==> src/rtl/cache_ctrl.sv <==
`default_nettype none
// ============================================================================
// Module   : cache_ctrl
// Purpose  : Sequencing controller for a direct-mapped, one-word-per-line
//            data cache between the pipeline memory stage and main memory.
//            Owns the valid/tag/data arrays and does the hit/miss compare.
//            A read miss stalls the pipeline, fetches the word over a req/ack
//            handshake and fills the line. A store is always written through
//            to memory; the line is updated only if it already hits (there is
//            no write-allocate).
// Ports    : clk, rst         - clock, synchronous active-high reset
//            cpu_re_i/we_i    - load/store request, held while stall_o=1
//            cpu_addr_i       - byte address (bits [1:0] ignored)
//            cpu_wdata_i      - store data
//            cpu_rdata_o      - load data (valid when cpu_re_i=1, stall_o=0)
//            stall_o          - combinational pipeline freeze
//            mem_req_o/we_o   - registered memory request / write strobe
//            mem_addr_o       - word-aligned memory address
//            mem_wdata_o      - memory write data
//            mem_rdata_i      - memory read data, valid with mem_ack_i
//            mem_ack_i        - one-cycle completion strobe
//            hit_count_o      - read hits since reset (wraps)
//            miss_count_o     - read misses since reset (wraps)
// Revision : 1.0 - initial release
// ============================================================================
module cache_ctrl #(
    parameter int ADDRESS_WIDTH = 3,
    parameter int DATA_WIDTH    = 32
) (
    input  logic                  clk,
    input  logic                  rst,
    input  logic                  cpu_re_i,
    input  logic                  cpu_we_i,
    input  logic [31:0]           cpu_addr_i,
    input  logic [DATA_WIDTH-1:0] cpu_wdata_i,
    output logic [DATA_WIDTH-1:0] cpu_rdata_o,
    output logic                  stall_o,
    output logic                  mem_req_o,
    output logic                  mem_we_o,
    output logic [31:0]           mem_addr_o,
    output logic [DATA_WIDTH-1:0] mem_wdata_o,
    input  logic [DATA_WIDTH-1:0] mem_rdata_i,
    input  logic                  mem_ack_i,
    output logic [31:0]           hit_count_o,
    output logic [31:0]           miss_count_o
);

    localparam int LINES = 2 ** ADDRESS_WIDTH;
    localparam int TAG_W = 32 - ADDRESS_WIDTH - 2;

    typedef enum logic [1:0] {
        IDLE    = 2'd0,
        RD_MISS = 2'd1,
        WR_THRU = 2'd2,
        RESP    = 2'd3
    } state_t;

    state_t                  state_q, state_d;
    logic [LINES-1:0]        valid_q;
    logic [TAG_W-1:0]        tag_q  [LINES];
    logic [DATA_WIDTH-1:0]   data_q [LINES];
    logic                    mem_req_q, mem_we_q, is_load_q;
    logic [31:0]             mem_addr_q;
    logic [DATA_WIDTH-1:0]   mem_wdata_q, resp_q;
    logic [31:0]             hit_cnt_q, miss_cnt_q;

    logic [ADDRESS_WIDTH-1:0] w_req_idx, w_lat_idx;
    logic [TAG_W-1:0]         w_req_tag, w_lat_tag;
    logic                     w_req_hit, w_lat_hit;
    logic                     w_start_rd, w_start_wr, w_rd_hit, w_done;
    logic [31:0]              w_aligned;
    logic                     w_unused;

    // The latched request address lives in mem_addr_q; it is only reloaded on
    // entry to a memory state, so it stays valid through RESP.
    assign w_req_idx = cpu_addr_i[ADDRESS_WIDTH+1:2];
    assign w_req_tag = cpu_addr_i[31:ADDRESS_WIDTH+2];
    assign w_lat_idx = mem_addr_q[ADDRESS_WIDTH+1:2];
    assign w_lat_tag = mem_addr_q[31:ADDRESS_WIDTH+2];
    assign w_req_hit = valid_q[w_req_idx] && (tag_q[w_req_idx] == w_req_tag);
    assign w_lat_hit = valid_q[w_lat_idx] && (tag_q[w_lat_idx] == w_lat_tag);
    assign w_aligned = {cpu_addr_i[31:2], 2'b00};
    assign w_done    = mem_ack_i && (state_q == RD_MISS || state_q == WR_THRU);
    assign w_unused  = ^cpu_addr_i[1:0];

    always_comb begin
        state_d     = state_q;
        stall_o     = 1'b0;
        cpu_rdata_o = '0;
        w_start_rd  = 1'b0;
        w_start_wr  = 1'b0;
        w_rd_hit    = 1'b0;
        case (state_q)
            IDLE: begin
                // A store wins over a simultaneous load; the load is dropped.
                if (cpu_we_i) begin
                    stall_o    = 1'b1;
                    w_start_wr = 1'b1;
                    state_d    = WR_THRU;
                end else if (cpu_re_i) begin
                    if (w_req_hit) begin
                        cpu_rdata_o = data_q[w_req_idx];
                        w_rd_hit    = 1'b1;
                    end else begin
                        stall_o    = 1'b1;
                        w_start_rd = 1'b1;
                        state_d    = RD_MISS;
                    end
                end
            end
            RD_MISS, WR_THRU: begin
                stall_o = 1'b1;
                if (mem_ack_i) begin
                    state_d = RESP;
                end
            end
            RESP: begin
                if (is_load_q) begin
                    cpu_rdata_o = resp_q;
                end
                state_d = IDLE;
            end
            default: state_d = IDLE;
        endcase
    end

    always_ff @(posedge clk) begin
        if (rst) begin
            state_q     <= IDLE;
            valid_q     <= '0;
            mem_req_q   <= 1'b0;
            mem_we_q    <= 1'b0;
            mem_addr_q  <= '0;
            mem_wdata_q <= '0;
            resp_q      <= '0;
            is_load_q   <= 1'b0;
            hit_cnt_q   <= '0;
            miss_cnt_q  <= '0;
        end else begin
            state_q <= state_d;
            if (w_start_rd) begin
                mem_addr_q <= w_aligned;
                mem_req_q  <= 1'b1;
                mem_we_q   <= 1'b0;
                is_load_q  <= 1'b1;
                miss_cnt_q <= miss_cnt_q + 32'd1;
            end
            if (w_start_wr) begin
                mem_addr_q  <= w_aligned;
                mem_wdata_q <= cpu_wdata_i;
                mem_req_q   <= 1'b1;
                mem_we_q    <= 1'b1;
                is_load_q   <= 1'b0;
            end
            if (w_rd_hit) begin
                hit_cnt_q <= hit_cnt_q + 32'd1;
            end
            if (w_done) begin
                mem_req_q <= 1'b0;
                mem_we_q  <= 1'b0;
                if (state_q == RD_MISS) begin
                    valid_q[w_lat_idx] <= 1'b1;
                    resp_q             <= mem_rdata_i;
                end
            end
        end
    end

    // Tag/data arrays carry no reset; the valid bits alone qualify them.
    always_ff @(posedge clk) begin
        if (!rst && w_done) begin
            if (state_q == RD_MISS) begin
                tag_q[w_lat_idx]  <= w_lat_tag;
                data_q[w_lat_idx] <= mem_rdata_i;
            end else if (w_lat_hit) begin
                data_q[w_lat_idx] <= mem_wdata_q;
            end
        end
    end

    assign mem_req_o    = mem_req_q;
    assign mem_we_o     = mem_we_q;
    assign mem_addr_o   = mem_addr_q;
    assign mem_wdata_o  = mem_wdata_q;
    assign hit_count_o  = hit_cnt_q;
    assign miss_count_o = miss_cnt_q;

endmodule
`default_nettype wire

==> config.mk <==
export PLATFORM = sky130hd
export DESIGN_NAME = cache_ctrl
export DESIGN_NICKNAME = d
export VERILOG_FILES = /design/src/rtl/cache_ctrl.sv
export SDC_FILE = /design/constraint.sdc
export NUM_CORES = 1
export LEC_CHECK = 0
export BUFFER_PORTS_ARGS = -buffer_cell sky130_fd_sc_hd__buf_4
export CAP_MARGIN = 20
export CORE_MARGIN = 2
export CORE_UTILIZATION = 35
export DETAILED_ROUTE_END_ITERATION = 10
export GPL_TIMING_DRIVEN = 1
export PLACE_DENSITY = 0.51
export SLEW_MARGIN = 20
export SYNTH_ARGS = -nofsm -noshare
export SYNTH_HDL_FRONTEND = slang
export SYNTH_SLANG_ARGS = --single-unit
==> constraint.sdc <==
create_clock -name clk -period 6.05 [get_ports clk]
set_input_delay 0.9075 -clock clk [delete_from_list [all_inputs] [get_ports clk]]
set_output_delay 0.9075 -clock clk [all_outputs]
set_load 0.02 [all_outputs]
==> impl_results.rst, run 1 <==
.. list-table::
   :header-rows: 1

   * - Metric
     - Value
   * - Detail Placement HPWL
     - approximately 49000 um
   * - Vias in the first global route
     - 18555
   * - Fmax
     - roughly 190 MHz
   * - CP startpoint
     - cpu_addr_i[3]
   * - # Max-Cap Violations
     - 0
   * - Largest net degree at the start of global routing
     - 95
   * - Cell row count
     - ~100
   * - Register-to-register setup slack
     - between 1 and 1.5 ns
   * - Via-per-instance ratio
     - 5.37
   * - Clock root buffer
     - sky130_fd_sc_hd__clkbuf_16
   * - Psw
     - ~0.0032 W
   * - Number of hold violations in the final report
     - 0
   * - Crit path arrival time
     - 4.46 ns
   * - Average cell area after synthesis
     - 14.4 um2
   * - Clock-pin slew on the worst setup and hold paths
     - roughly 0.060 ns
   * - Worst hold path cell count
     - 2
   * - FF-to-FF path depth
     - 10
   * - Number of primary I/O pins
     - ~260
   * - Clk_lat worst skew
     - approximately 0.61 ns
   * - Measured slew at the worst slew-check pin
     - slightly above 1 ns
   * - Sequential cell area fraction in the yosys report
     - 0.617
   * - Fraction of power spent switching nets
     - 0.276
   * - Power Dens Cells
     - between 300 and 400 nW/um2
   * - Nets
     - 2348
   * - Layout Utilization
     - 0.426
   * - Number of H-tree branching levels
     - 3
   * - Commonest register cell after synthesis
     - sky130_fd_sc_hd__edfxtp_1
   * - Start point of the worst hold path
     - resp_q[26]
   * - Buffers inserted during post-CTS setup optimization
     - 0
   * - Category of the most critical setup path
     - in -> out
   * - Cell variety after synth
     - 57
   * - Relative contribution of combinational cells to total power
     - 0.159
   * - Min Tclk post-route
     - approximately 5.4 ns
   * - Remaining global-route overflow
     - 0
   * - Clock Skew
     - ~0.022 ns
   * - Hold endpoint
     - resp_q[26]
   * - Number of sinks handled by clock tree synthesis
     - about 650
   * - Fin Setup TNS
     - 0 ns
   * - Cell count after placement
     - between 3000 and 4000
   * - Highest-count cells in the layout ignoring fill and taps
     - 472 x sky130_fd_sc_hd__edfxtp_1, 301 x sky130_fd_sc_hd__buf_4, 171 x sky130_fd_sc_hd__dfxtp_1, 166 x sky130_fd_sc_hd__nand2_1, 153 x sky130_fd_sc_hd__mux4_2
   * - Wire length of the first global-routing pass
     - roughly 120000 um
   * - Slew headroom
     - 0.310
   * - Status
     - finished, final reports clean
   * - Worst-case hold slack
     - roughly 0.46 ns
   * - Asr flop ratio synth
     - 0
   * - Avg WL per Cell
     - ~24 um
   * - FF+latch count, synth
     - around 650
   * - Port-buffer cells
     - 259
   * - Critical Path Slowest Stage Cell
     - sky130_fd_sc_hd__or4_4
   * - Clock share of power
     - 0.390
   * - DIE AREA
     - about 84000 um2
   * - Period utilisation layout
     - 0.887
   * - DRT Wirelength
     - just under 80000 um
   * - Antenna violation net count after detailed routing
     - 0
   * - Class of the tightest hold or removal check
     - reg -> reg
   * - CTS tree
     - built
   * - Yosys synthesis warning count
     - 0
   * - Final-report max-slew violation count
     - 0
   * - Setup violators final
     - 0
   * - DRT Pass-1 Iters
     - 5
   * - Share of cells above drive strength 1
     - 0.317
   * - Initial antenna violation count
     - 1
   * - Cell Area, Synth
     - roughly 29000 um2
   * - Met2 wire length
     - a little under 40000 um
   * - Detailed-routed wire length on met3
     - 4280 um
   * - Drt initial violations
     - about 1400
   * - Capturing element type of the critical path
     - primary output
   * - Number of flops mapped to enable cells by yosys
     - roughly 470
   * - Maximum count of clock buffers along a single path
     - 3
   * - DRT met1 WL
     - between 30000 and 40000 um
   * - Proportion of power drawn by flip-flops and latches
     - 0.452
   * - Area growth, synth to finish
     - 20.1%
   * - Internal
     - about 0.0084 W
   * - Starting density of the core
     - 0.355
   * - Most common library cell in the layout ignoring fill and taps
     - sky130_fd_sc_hd__edfxtp_1
   * - Top layer reached by signal wires
     - met4
   * - Destination of the worst register-to-register timing path
     - data_q[1][21]
   * - Number of vias after detailed routing
     - ~18000
   * - GRT Resource Usage Total
     - 0.187
   * - Leakage power
     - about 12 nW
   * - Unrepaired setup endpoints after global routing
     - false
   * - Delay of the slowest cell on the worst path
     - approximately 0.56 ns
   * - Data required time at the worst endpoint
     - about 5 ns
   * - Weighted congestion at the end of routability-driven global placement
     - between 0.7 and 0.8
   * - Residual DRC
     - 0
   * - Crit path cell chain
     - buf_4, buf_12, mux4_2, mux2i_1, xor2_1, o21ai_0, or4_4, nor4_4, buf_12, a22oi_1, nor2_1, buf_4
   * - Final non-filler cell total
     - about 3400
   * - Total of hold buffers inserted after clock tree synthesis
     - 0
   * - Die extent in x
     - between 200 and 300 um
   * - Die boundary height
     - a little under 300 um
   * - Worst voltage drop across the vdd grid
     - approximately 0.00026 V
   * - Count of instances resized after the clock tree is built
     - 0
   * - Number of buffers created by CTS
     - 75
   * - Core outline area
     - 80700 um2
   * - Startpoint Class
     - input port
   * - Synthesized netlist cell count
     - between 1500 and 2000
   * - Critical path fanouts, max
     - 35
   * - Filler instances
     - between 7000 and 8000
## how the worst max path moves through the flow
stage / to / depth (start not counted)
2_1_floorplan: data_q[1][0] / 12
3_3_place_gp: cpu_rdata_o[8] / 12
3_5_place_dp: cpu_rdata_o[8] / 12
4_1_cts: cpu_rdata_o[8] / 12
5_1_grt: cpu_rdata_o[8] / 12
6_report: cpu_rdata_o[8] / 12
## layer usage
layer | GRT usage | vias up
met5 | 0 | -
met4 | 0.0506 | 0
met3 | 0.0329 | 108
met2 | 0.317 | 524
met1 | 0.247 | 9226
li1 | - | 8210
## critical path, delay by kind of cell
family                 cells  cell delay, ns
XOR/XNOR                   1            0.24
buffers and inverters      4            1.06
AND/OR/NAND/NOR            3            1.07
AO/OA/AOI/OAI              2            0.30
multiplexers               2            0.81
## Yosys cell counts, types with 17 or more instances
| cell type | n | share of area |
|---|---|---|
| sky130_fd_sc_hd__a22oi_1 | 35 | 0.0092 |
| sky130_fd_sc_hd__clkbuf_1 | 74 | 0.0097 |
| sky130_fd_sc_hd__nor2b_1 | 42 | 0.0092 |
| sky130_fd_sc_hd__nand4_1 | 27 | 0.0059 |
| sky130_fd_sc_hd__buf_2 | 29 | 0.0051 |
| sky130_fd_sc_hd__mux2_2 | 110 | 0.043 |
| sky130_fd_sc_hd__edfxtp_1 | 472 | 0.50 |
| sky130_fd_sc_hd__nor3_1 | 17 | 0.0030 |
| sky130_fd_sc_hd__xor2_1 | 19 | 0.0058 |
| sky130_fd_sc_hd__inv_1 | 23 | 0.0030 |
| sky130_fd_sc_hd__o211ai_1 | 31 | 0.0081 |
| sky130_fd_sc_hd__o21ai_0 | 48 | 0.0084 |
| sky130_fd_sc_hd__a21oi_1 | 119 | 0.021 |
| sky130_fd_sc_hd__nand3_1 | 23 | 0.0040 |
| sky130_fd_sc_hd__mux4_2 | 153 | 0.12 |
| sky130_fd_sc_hd__nor2_1 | 121 | 0.016 |
| sky130_fd_sc_hd__mux2i_1 | 74 | 0.026 |
| sky130_fd_sc_hd__xnor2_1 | 25 | 0.0077 |
| sky130_fd_sc_hd__and3_1 | 17 | 0.0037 |
| sky130_fd_sc_hd__nand2_1 | 166 | 0.022 |
| sky130_fd_sc_hd__dfxtp_1 | 174 | 0.12 |
## cells by family (layout without fill, tap and decap cells)
family	count (synthesis)	count (layout)	synth area share
adders and majority gates	6	6	0.00262
buffers and inverters	163	475	0.0263
xor gates and xnor gates	44	44	0.0135
DFF	646	646	0.617
AOI/OAI and AO/OA	285	285	0.0612
and+or+nand+nor	497	497	0.0851
other	1	3	0.000131
muxes	348	348	0.194
## per-stage QoR
step | power (W) | cell area (um2) | setup slack, ns
3_3_place_gp | 0.00717 | 31900 | 0.694
2_1_floorplan | 0.00640 | 28600 | 0.425
6_report | 0.0116 | 34400 | 0.682
5_1_grt | 0.0121 | 34400 | 0.555
3_5_place_dp | 0.00720 | 31900 | 0.706
4_1_cts | 0.0118 | 34400 | 0.653
## registers in the layout (all words and copies together) (netlist names), named ones only
signal / cells
data_q: 256
hit_count_o: 32
is_load_q: 1
mem_addr_o: 30
mem_req_o: 1
mem_wdata_o: 32
mem_we_o: 1
miss_count_o: 32
resp_q: 32
state_q: 2
tag_q: 216
valid_q: 8
## power groups by stage
stage	logic (W)	clock network, W	registers, W
2_1_floorplan	0.00108	0	0.00532
3_3_place_gp	0.00185	0	0.00532
3_5_place_dp	0.00186	0	0.00534
4_1_cts	0.00187	0.00464	0.00525
5_1_grt	0.00199	0.00480	0.00527
6_report	0.00184	0.00452	0.00524
## layout make-up
| type | instances | area [um2] | area share |
|---|---|---|---|
| flip-flops and latches | 646 | 17700 | 0.514 |
| multi-input cells | 1182 | 10300 | 0.301 |
| repair buffers | 313 | 2480 | 0.0722 |
| clock buffers | 96 | 2070 | 0.0603 |
| well taps | 1060 | 1330 | 0.0386 |
| clock inverters | 43 | 400 | 0.0117 |
| inverters | 23 | 86.3 | 0.00251 |
| diodes | 1 | 2.50 | 0.0000728 |
(Power assumes the default switching activity.)
==> run 2: changes to the inputs <==
- CTS_BUF_LIST: default -> sky130_fd_sc_hd__clkbuf_8 sky130_fd_sc_hd__clkbuf_16
==> run 2 against run 1 <==
  * Sequential power hardly changed
  * First-iteration DRC count grew 0.29%
  * Register-to-register slack better by 0.02 ns
  * Fmax barely moved
  * Flip-flop and latch count is the same
  * Clock skew down 0.00081 ns
  * Combinational power hardly changed
  * Non-clock buffer count is the same
  * Power shrank 0.22%
  * Critical endpoint unchanged
  * Largest power group unchanged
==> impl_results.rst, run 2 (synthesis gave the netlist of run 1 again) <==
.. list-table::
   :header-rows: 1

   * - Metric
     - Value
   * - Worst setup slack after layout
     - 0.687 ns (was 0.682 ns)
   * - Die boundary height
     - 290 um (unchanged)
   * - Residual DRC
     - 0 (unchanged)
   * - Internal
     - 0.00837 W (was 0.00839 W)
   * - Area growth, synth to finish
     - 20.1% (unchanged)
   * - Status
     - finished, final reports clean (unchanged)
   * - Category of the most critical setup path
     - in -> out (unchanged)
   * - Proportion of power drawn by flip-flops and latches
     - 0.453 (was 0.452)
   * - Clock-pin slew on the worst setup and hold paths
     - 0.06 ns (about the same)
   * - Count of instances resized after the clock tree is built
     - 0 (unchanged)
   * - Fraction of power spent switching nets
     - 0.277 (was 0.276)
   * - Avg WL per Cell
     - 23.6 um (about the same)
   * - Unrepaired setup endpoints after global routing
     - false (unchanged)
   * - Critical Path Slowest Stage Cell
     - sky130_fd_sc_hd__or4_4 (unchanged)
   * - Fmax
     - 186 MHz (about the same)
   * - Minimum setup slack after placement
     - 0.706 ns (unchanged)
   * - Measured slew at the worst slew-check pin
     - 1.04 ns (was 1.03 ns)
   * - Layout Utilization
     - 0.426 (unchanged)
   * - Number of flip-flops in the largest register
     - 256 (unchanged)
   * - CP delay by family, top
     - simple AND/OR/NAND/NOR gates (unchanged)
   * - Port-buffer cells
     - 259 (unchanged)
   * - Number of vias after detailed routing
     - 18061 (was 18068)
   * - Wire length of the first global-routing pass
     - 119000 um (unchanged)
   * - Initial antenna violation count
     - 1 (unchanged)
   * - Antenna violation net count after detailed routing
     - 0 (unchanged)
   * - Data required time at the worst endpoint
     - 5.14 ns (about the same)
   * - Remaining global-route overflow
     - 0 (unchanged)
   * - Registers with the highest flip-flop counts
     - data_q (256), tag_q (216) (unchanged)
   * - Cell count after placement
     - 3224 (unchanged)
   * - Number of H-tree branching levels
     - 3 (unchanged)
   * - Register bank with the most flops
     - data_q (unchanged)
   * - Number of buffers and inverters on the critical path
     - 4 (unchanged)
   * - Total of hold buffers inserted after clock tree synthesis
     - 0 (unchanged)
   * - Vias in the first global route
     - 18555 (unchanged)
   * - Starting density of the core
     - 0.355 (unchanged)
   * - Number of sinks handled by clock tree synthesis
     - 646 (unchanged)
   * - CTS tree
     - built (unchanged)
   * - Drt initial violations
     - 1401 (was 1397)
   * - Startpoint Class
     - input port (unchanged)
   * - DRT Pass-1 Iters
     - 5 (unchanged)
   * - Class of the tightest hold or removal check
     - reg -> reg (unchanged)
   * - Most common library cell in the layout ignoring fill and taps
     - sky130_fd_sc_hd__edfxtp_1 (unchanged)
   * - Weighted congestion at the end of routability-driven global placement
     - 0.782 (unchanged)
   * - Fin Setup TNS
     - 0 ns (unchanged)
   * - Number of hold violations in the final report
     - 0 (unchanged)
   * - Largest net degree at the start of global routing
     - 95 (unchanged)
   * - Min Tclk post-route
     - 5.36 ns (was 5.37 ns)
   * - Number of primary I/O pins
     - 264 (unchanged)
   * - Clock root buffer
     - sky130_fd_sc_hd__clkbuf_16 (unchanged)
   * - Leakage power
     - 11.8 nW (was 11.7 nW)
   * - Period utilisation layout
     - 0.886 (was 0.887)
   * - Clock Skew
     - 0.0208 ns (was 0.0216 ns)
   * - DRT Wirelength
     - 79500 um (about the same)
   * - Clock share of power
     - 0.389 (was 0.390)
   * - Capturing element type of the critical path
     - primary output (unchanged)
   * - Share of cells above drive strength 1
     - 0.317 (unchanged)
   * - Nets
     - 2348 (unchanged)
   * - GRT Resource Usage Total
     - 0.187 (unchanged)
   * - # Max-Cap Violations
     - 0 (unchanged)
   * - Critical path fanouts, max
     - 35 (unchanged)
   * - Cell row count
     - 104 (unchanged)
   * - Highest-count cells in the layout ignoring fill and taps
     - 472 x sky130_fd_sc_hd__edfxtp_1, 301 x sky130_fd_sc_hd__buf_4, 171 x sky130_fd_sc_hd__dfxtp_1, 166 x sky130_fd_sc_hd__nand2_1, 153 x sky130_fd_sc_hd__mux4_2 (unchanged)
   * - Die extent in x
     - 290 um (unchanged)
   * - Final-report max-slew violation count
     - 0 (unchanged)
   * - Maximum count of clock buffers along a single path
     - 3 (unchanged)
   * - Setup violators final
     - 0 (unchanged)
   * - Power Dens Cells
     - 337 nW/um2 (was 338 nW/um2)
   * - Core outline area
     - 80700 um2 (unchanged)
   * - Relative contribution of combinational cells to total power
     - 0.159 (about the same)
   * - DIE AREA
     - 84000 um2 (unchanged)
   * - Via-per-instance ratio
     - 5.37 (about the same)
   * - Clk_lat worst skew
     - 0.61 ns (about the same)
   * - Number of buffers created by CTS
     - 75 (unchanged)
   * - Crit path arrival time
     - 4.46 ns (about the same)
   * - Delay of the slowest cell on the worst path
     - 0.56 ns (about the same)
   * - Detail Placement HPWL
     - 49200 um (unchanged)
   * - Psw
     - 0.00321 W (about the same)
   * - Worst voltage drop across the vdd grid
     - 0.000253 V (was 0.000255 V)
   * - Crit path cell chain
     - buf_4, buf_12, mux4_2, mux2i_1, xor2_1, o21ai_0, or4_4, nor4_4, buf_12, a22oi_1, nor2_1, buf_4 (unchanged)
   * - Final non-filler cell total
     - 3364 (unchanged)
   * - Slew headroom
     - 0.308 (was 0.310)
   * - Buffers inserted during post-CTS setup optimization
     - 0 (unchanged)
[run 2: changes by cell type in the layout (fill, tap and decap cells not counted)]
cell / previous run / this run
sky130_fd_sc_hd__inv_1: 23 / 37
sky130_fd_sc_hd__clkbuf_1: 14 / 0
[run 2: layer usage]
| metal | GRT usage | routed length, um | vias up |
|---|---|---|---|
| met3 | 0.0329 | 4280 | 108 |
| met5 | 0 | 0 | - |
| li1 | - | - | 8208 |
| met1 | 0.247 | 34100 | 9206 |
| met2 | 0.317 | 39100 | 539 |
| met4 | 0.0506 | 1910 | 0 |
[run 2: cell type report]
class                      instances  area (um2)
antenna                            1        2.50
clock buffer                      82        2020
clock inverter                    57         453
fill                            7427       46300
inverter                          23        86.3
multi-input combinational       1182       10300
sequential                       646       17700
tap                             1060        1330
timing repair buffer             313        2480
[run 2: worst reg2reg max path: stages, from the launching register on]
cell	delay (ns)
sky130_fd_sc_hd__dfxtp_4	0.64
sky130_fd_sc_hd__mux4_2	0.61
sky130_fd_sc_hd__mux2i_1	0.18
sky130_fd_sc_hd__xnor2_1	0.13
sky130_fd_sc_hd__nor4_1	0.73
sky130_fd_sc_hd__nand3_1	0.24
sky130_fd_sc_hd__nor4_4	0.50
sky130_fd_sc_hd__buf_4	0.57
sky130_fd_sc_hd__nor2_1	0.24
sky130_fd_sc_hd__nor3_2	0.27
sky130_fd_sc_hd__buf_12	0.30
[run 2: final timing paths]
| path | start | slack, ns | endpoint | cells past startpoint |
|---|---|---|---|---|
| worst max-delay path | cpu_addr_i[3] | 0.69 | cpu_rdata_o[8] | 12 |
| worst min-delay path | resp_q[26] | 0.46 | resp_q[26] | 2 |
| worst min register to register | resp_q[26] | 0.46 | resp_q[26] | 2 |
| worst max register to register | register | 1.31 | data_q[1][21] | 10 |
[run 2: through the flow]
| step | hold WS, ns | power (W) | cell area (um2) |
|---|---|---|---|
| global route | 0.469 | 0.0120 | 34400 |
| global placement | 0.441 | 0.00717 | 31900 |
| finish | 0.456 | 0.0116 | 34400 |
| CTS | 0.455 | 0.0117 | 34400 |
| floorplan | 0.432 | 0.00640 | 28600 |
| detailed placement | 0.447 | 0.00720 | 31900 |
[run 2: power groups by stage]
stage	clock network (W)	logic [W]	registers, W
finish	0.00450	0.00184	0.00524
global route	0.00478	0.00199	0.00527
CTS	0.00462	0.00187	0.00525
detailed placement	0	0.00186	0.00534
global placement	0	0.00185	0.00532
floorplan	0	0.00108	0.00532
==> run 3: changes to the inputs <==
- clock period: 6.05 -> 5.88 ns (I/O delays scaled with it)
==> run 3 against run 2 <==
  * Cell count about the same
  * Largest cell class unchanged
  * Critical path depth stayed put
  * Clock-buffer cell count grew 2
==> impl_results.rst, run 3 (synthesis gave the netlist of run 1 again) <==
.. list-table::
   :header-rows: 1

   * - Metric
     - Value
   * - Via-per-instance ratio
     - 5.38 (was 5.37)
   * - Number of hold violations in the final report
     - 0 (unchanged)
   * - Registers with the highest flip-flop counts
     - data_q (256), tag_q (216) (unchanged)
   * - Filler instances
     - 7431 (was 7427)
   * - Register bank with the most flops
     - data_q (unchanged)
   * - Internal
     - 0.00856 W (was 0.00837 W)
   * - Class of the tightest hold or removal check
     - reg -> reg (unchanged)
   * - Layout Utilization
     - 0.426 (about the same)
   * - DRT Wirelength
     - 80600 um (was 79500 um)
   * - Residual DRC
     - 0 (unchanged)
   * - Slew headroom
     - 0.356 (was 0.308)
   * - Cell row count
     - 104 (unchanged)
   * - Die boundary height
     - 290 um (unchanged)
   * - Nets
     - 2351 (was 2348)
   * - Clock-pin slew on the worst setup and hold paths
     - 0.06 ns (about the same)
   * - Count of instances resized after the clock tree is built
     - 0 (unchanged)
   * - Min Tclk post-route
     - ~5.4 ns
   * - Setup violators final
     - 0 (unchanged)
   * - Startpoint Class
     - input port (unchanged)
   * - Number of buffers created by CTS
     - 75 (unchanged)
   * - Remaining global-route overflow
     - 0 (unchanged)
   * - Wire length of the first global-routing pass
     - 120000 um (was 119000 um)
   * - Highest-count cells in the layout ignoring fill and taps
     - 472 x sky130_fd_sc_hd__edfxtp_1, 302 x sky130_fd_sc_hd__buf_4, 171 x sky130_fd_sc_hd__dfxtp_1, 166 x sky130_fd_sc_hd__nand2_1, 153 x sky130_fd_sc_hd__mux4_2 (was 472 x sky130_fd_sc_hd__edfxtp_1, 301 x sky130_fd_sc_hd__buf_4, 171 x sky130_fd_sc_hd__dfxtp_1, 166 x sky130_fd_sc_hd__nand2_1, 153 x sky130_fd_sc_hd__mux4_2)
   * - Vias in the first global route
     - 18644 (was 18555)
   * - Starting density of the core
     - 0.355 (unchanged)
   * - Clock share of power
     - 0.385 (was 0.389)
   * - Share of cells above drive strength 1
     - 0.319 (was 0.317)
   * - Crit path arrival time
     - 4.49 ns (was 4.46 ns)
   * - Clock root buffer
     - sky130_fd_sc_hd__clkbuf_16 (unchanged)
   * - Antenna violation net count after detailed routing
     - 0 (unchanged)
   * - Proportion of power drawn by flip-flops and latches
     - 0.455 (was 0.453)
   * - Measured slew at the worst slew-check pin
     - 0.967 ns (was 1.04 ns)
   * - Fraction of power spent switching nets
     - 0.277 (about the same)
   * - Data required time at the worst endpoint
     - 5.00 ns (was 5.14 ns)
   * - Final non-filler cell total
     - 3366 (was 3364)
   * - Number of flip-flops in the largest register
     - 256 (unchanged)
   * - Total of hold buffers inserted after clock tree synthesis
     - 0 (unchanged)
   * - DIE AREA
     - 84000 um2 (unchanged)
   * - Fmax
     - roughly 190 MHz
   * - Pwr Total
     - 0.0118 W (was 0.0116 W)
   * - Area growth, synth to finish
     - 20.1% (about the same)
   * - Leakage power
     - 11.8 nW (about the same)
   * - Number of vias after detailed routing
     - 18098 (was 18061)
   * - Worst voltage drop across the vdd grid
     - 0.000301 V (was 0.000253 V)
   * - Most common library cell in the layout ignoring fill and taps
     - sky130_fd_sc_hd__edfxtp_1 (unchanged)
   * - Antenna Diode Count
     - 0 (was 1)
   * - Initial antenna violation count
     - 2 (was 1)
   * - Relative contribution of combinational cells to total power
     - 0.160 (was 0.159)
   * - Clk_lat worst skew
     - 0.62 ns (was 0.61 ns)
   * - Period utilisation layout
     - 0.914
   * - Number of primary I/O pins
     - 264 (unchanged)
   * - Category of the most critical setup path
     - in -> out (unchanged)
   * - Unrepaired setup endpoints after global routing
     - false (unchanged)
   * - Weighted congestion at the end of routability-driven global placement
     - 0.769 (was 0.782)
   * - # Max-Cap Violations
     - 0 (unchanged)
   * - Maximum count of clock buffers along a single path
     - 3 (unchanged)
   * - Drt initial violations
     - 1366 (was 1401)
   * - Number of sinks handled by clock tree synthesis
     - 646 (unchanged)
   * - GRT Resource Usage Total
     - 0.189 (was 0.187)
   * - Final-report max-slew violation count
     - 0 (unchanged)
   * - CTS tree
     - built (unchanged)
   * - Capturing element type of the critical path
     - primary output (unchanged)
   * - Detail Placement HPWL
     - 49900 um (was 49200 um)
   * - Critical path fanouts, max
     - 43 (was 35)
   * - Power Dens Cells
     - 345 nW/um2 (was 337 nW/um2)
   * - DRT Pass-1 Iters
     - 4 (was 5)
   * - Buffers inserted during post-CTS setup optimization
     - 0 (unchanged)
   * - Status
     - finished, final reports clean (unchanged)
   * - Core outline area
     - 80700 um2 (unchanged)
   * - Die extent in x
     - 290 um (unchanged)
   * - Largest net degree at the start of global routing
     - 105 (was 95)
   * - Clock Skew
     - 0.0231 ns (was 0.0208 ns)
   * - Psw
     - 0.00329 W (was 0.00321 W)
   * - Port-buffer cells
     - 259 (unchanged)
   * - Fin Setup TNS
     - 0 ns (unchanged)
   * - Avg WL per Cell
     - 23.9 um (was 23.6 um)
   * - Number of H-tree branching levels
     - 3 (unchanged)
   * - Cell count after placement
     - 3227 (was 3224)
-- run 3: cell types whose count changed in the layout (fill, tap and decap cells not counted), moves of 3 or more --
cell,delta
sky130_fd_sc_hd__clkbuf_8,+3
sky130_fd_sc_hd__inv_1,+11
sky130_fd_sc_hd__clkinv_2,+4
sky130_fd_sc_hd__clkinv_1,-13
-- run 3: final timing paths --
kind	start	to	slack (ns)	depth (start not counted)
worst max-delay path	cpu_addr_i[3]	cpu_rdata_o[9]	0.51	12
worst min-delay path	resp_q[12]	resp_q[12]	0.46	2
worst max register to register	register	data_q[5][15]	1.20	11
worst min register to register	resp_q[12]	resp_q[12]	0.46	2
-- run 3: power by group through the flow --
stage	Combinational, W	Clock, W	Sequential (W)
6_report	0.00189	0.00456	0.00540
3_5_place_dp	0.00192	0	0.00549
4_1_cts	0.00192	0.00469	0.00540
2_1_floorplan	0.00111	0	0.00547
5_1_grt	0.00204	0.00487	0.00543
3_3_place_gp	0.00189	0	0.00548
-- run 3: final cells by class --
| cell class | instances | area [um2] | share of cell area |
|---|---|---|---|
| Clock buffer | 84 | 2030 | 0.0592 |
| Clock inverter | 55 | 408 | 0.0119 |
| Inverter | 23 | 86.3 | 0.00251 |
| Multi-Input combinational cell | 1182 | 10300 | 0.301 |
| Sequential cell | 646 | 17700 | 0.514 |
| Tap cell | 1060 | 1330 | 0.0386 |
| Timing Repair Buffer | 316 | 2520 | 0.0734 |
-- run 3: per-layer routing --
metal / global-route usage / share of wire / wire [um] / vias up
met5: 0 / 0.00017 / 14 / -
li1: - / - / - / 8207
met3: 0.0355 / 0.053 / 4280 / 100
met2: 0.318 / 0.49 / 39900 / 518
met1: 0.247 / 0.43 / 34500 / 9271
met4: 0.0606 / 0.024 / 1930 / 2
-- run 3: stage by stage --
step	hold WS (ns)	setup WS, ns	instance area (um2)
final	0.456	0.508	34400
after CTS	0.455	0.468	34400
after global placement	0.440	0.466	31900
after floorplan	0.432	0.255	28600
after global routing	0.469	0.252	34400
after detailed placement	0.447	0.474	31900
-- run 3: worst max-delay path: stages --
cell	delay [ns]
sky130_fd_sc_hd__buf_4	0.49
sky130_fd_sc_hd__buf_4	0.36
sky130_fd_sc_hd__mux4_2	0.53
sky130_fd_sc_hd__mux2i_1	0.20
sky130_fd_sc_hd__xor2_1	0.19
sky130_fd_sc_hd__nand4_1	0.14
sky130_fd_sc_hd__or4_4	0.52
sky130_fd_sc_hd__nor4_4	0.34
sky130_fd_sc_hd__buf_12	0.30
sky130_fd_sc_hd__a22oi_1	0.13
sky130_fd_sc_hd__nor2_1	0.13
sky130_fd_sc_hd__buf_4	0.16
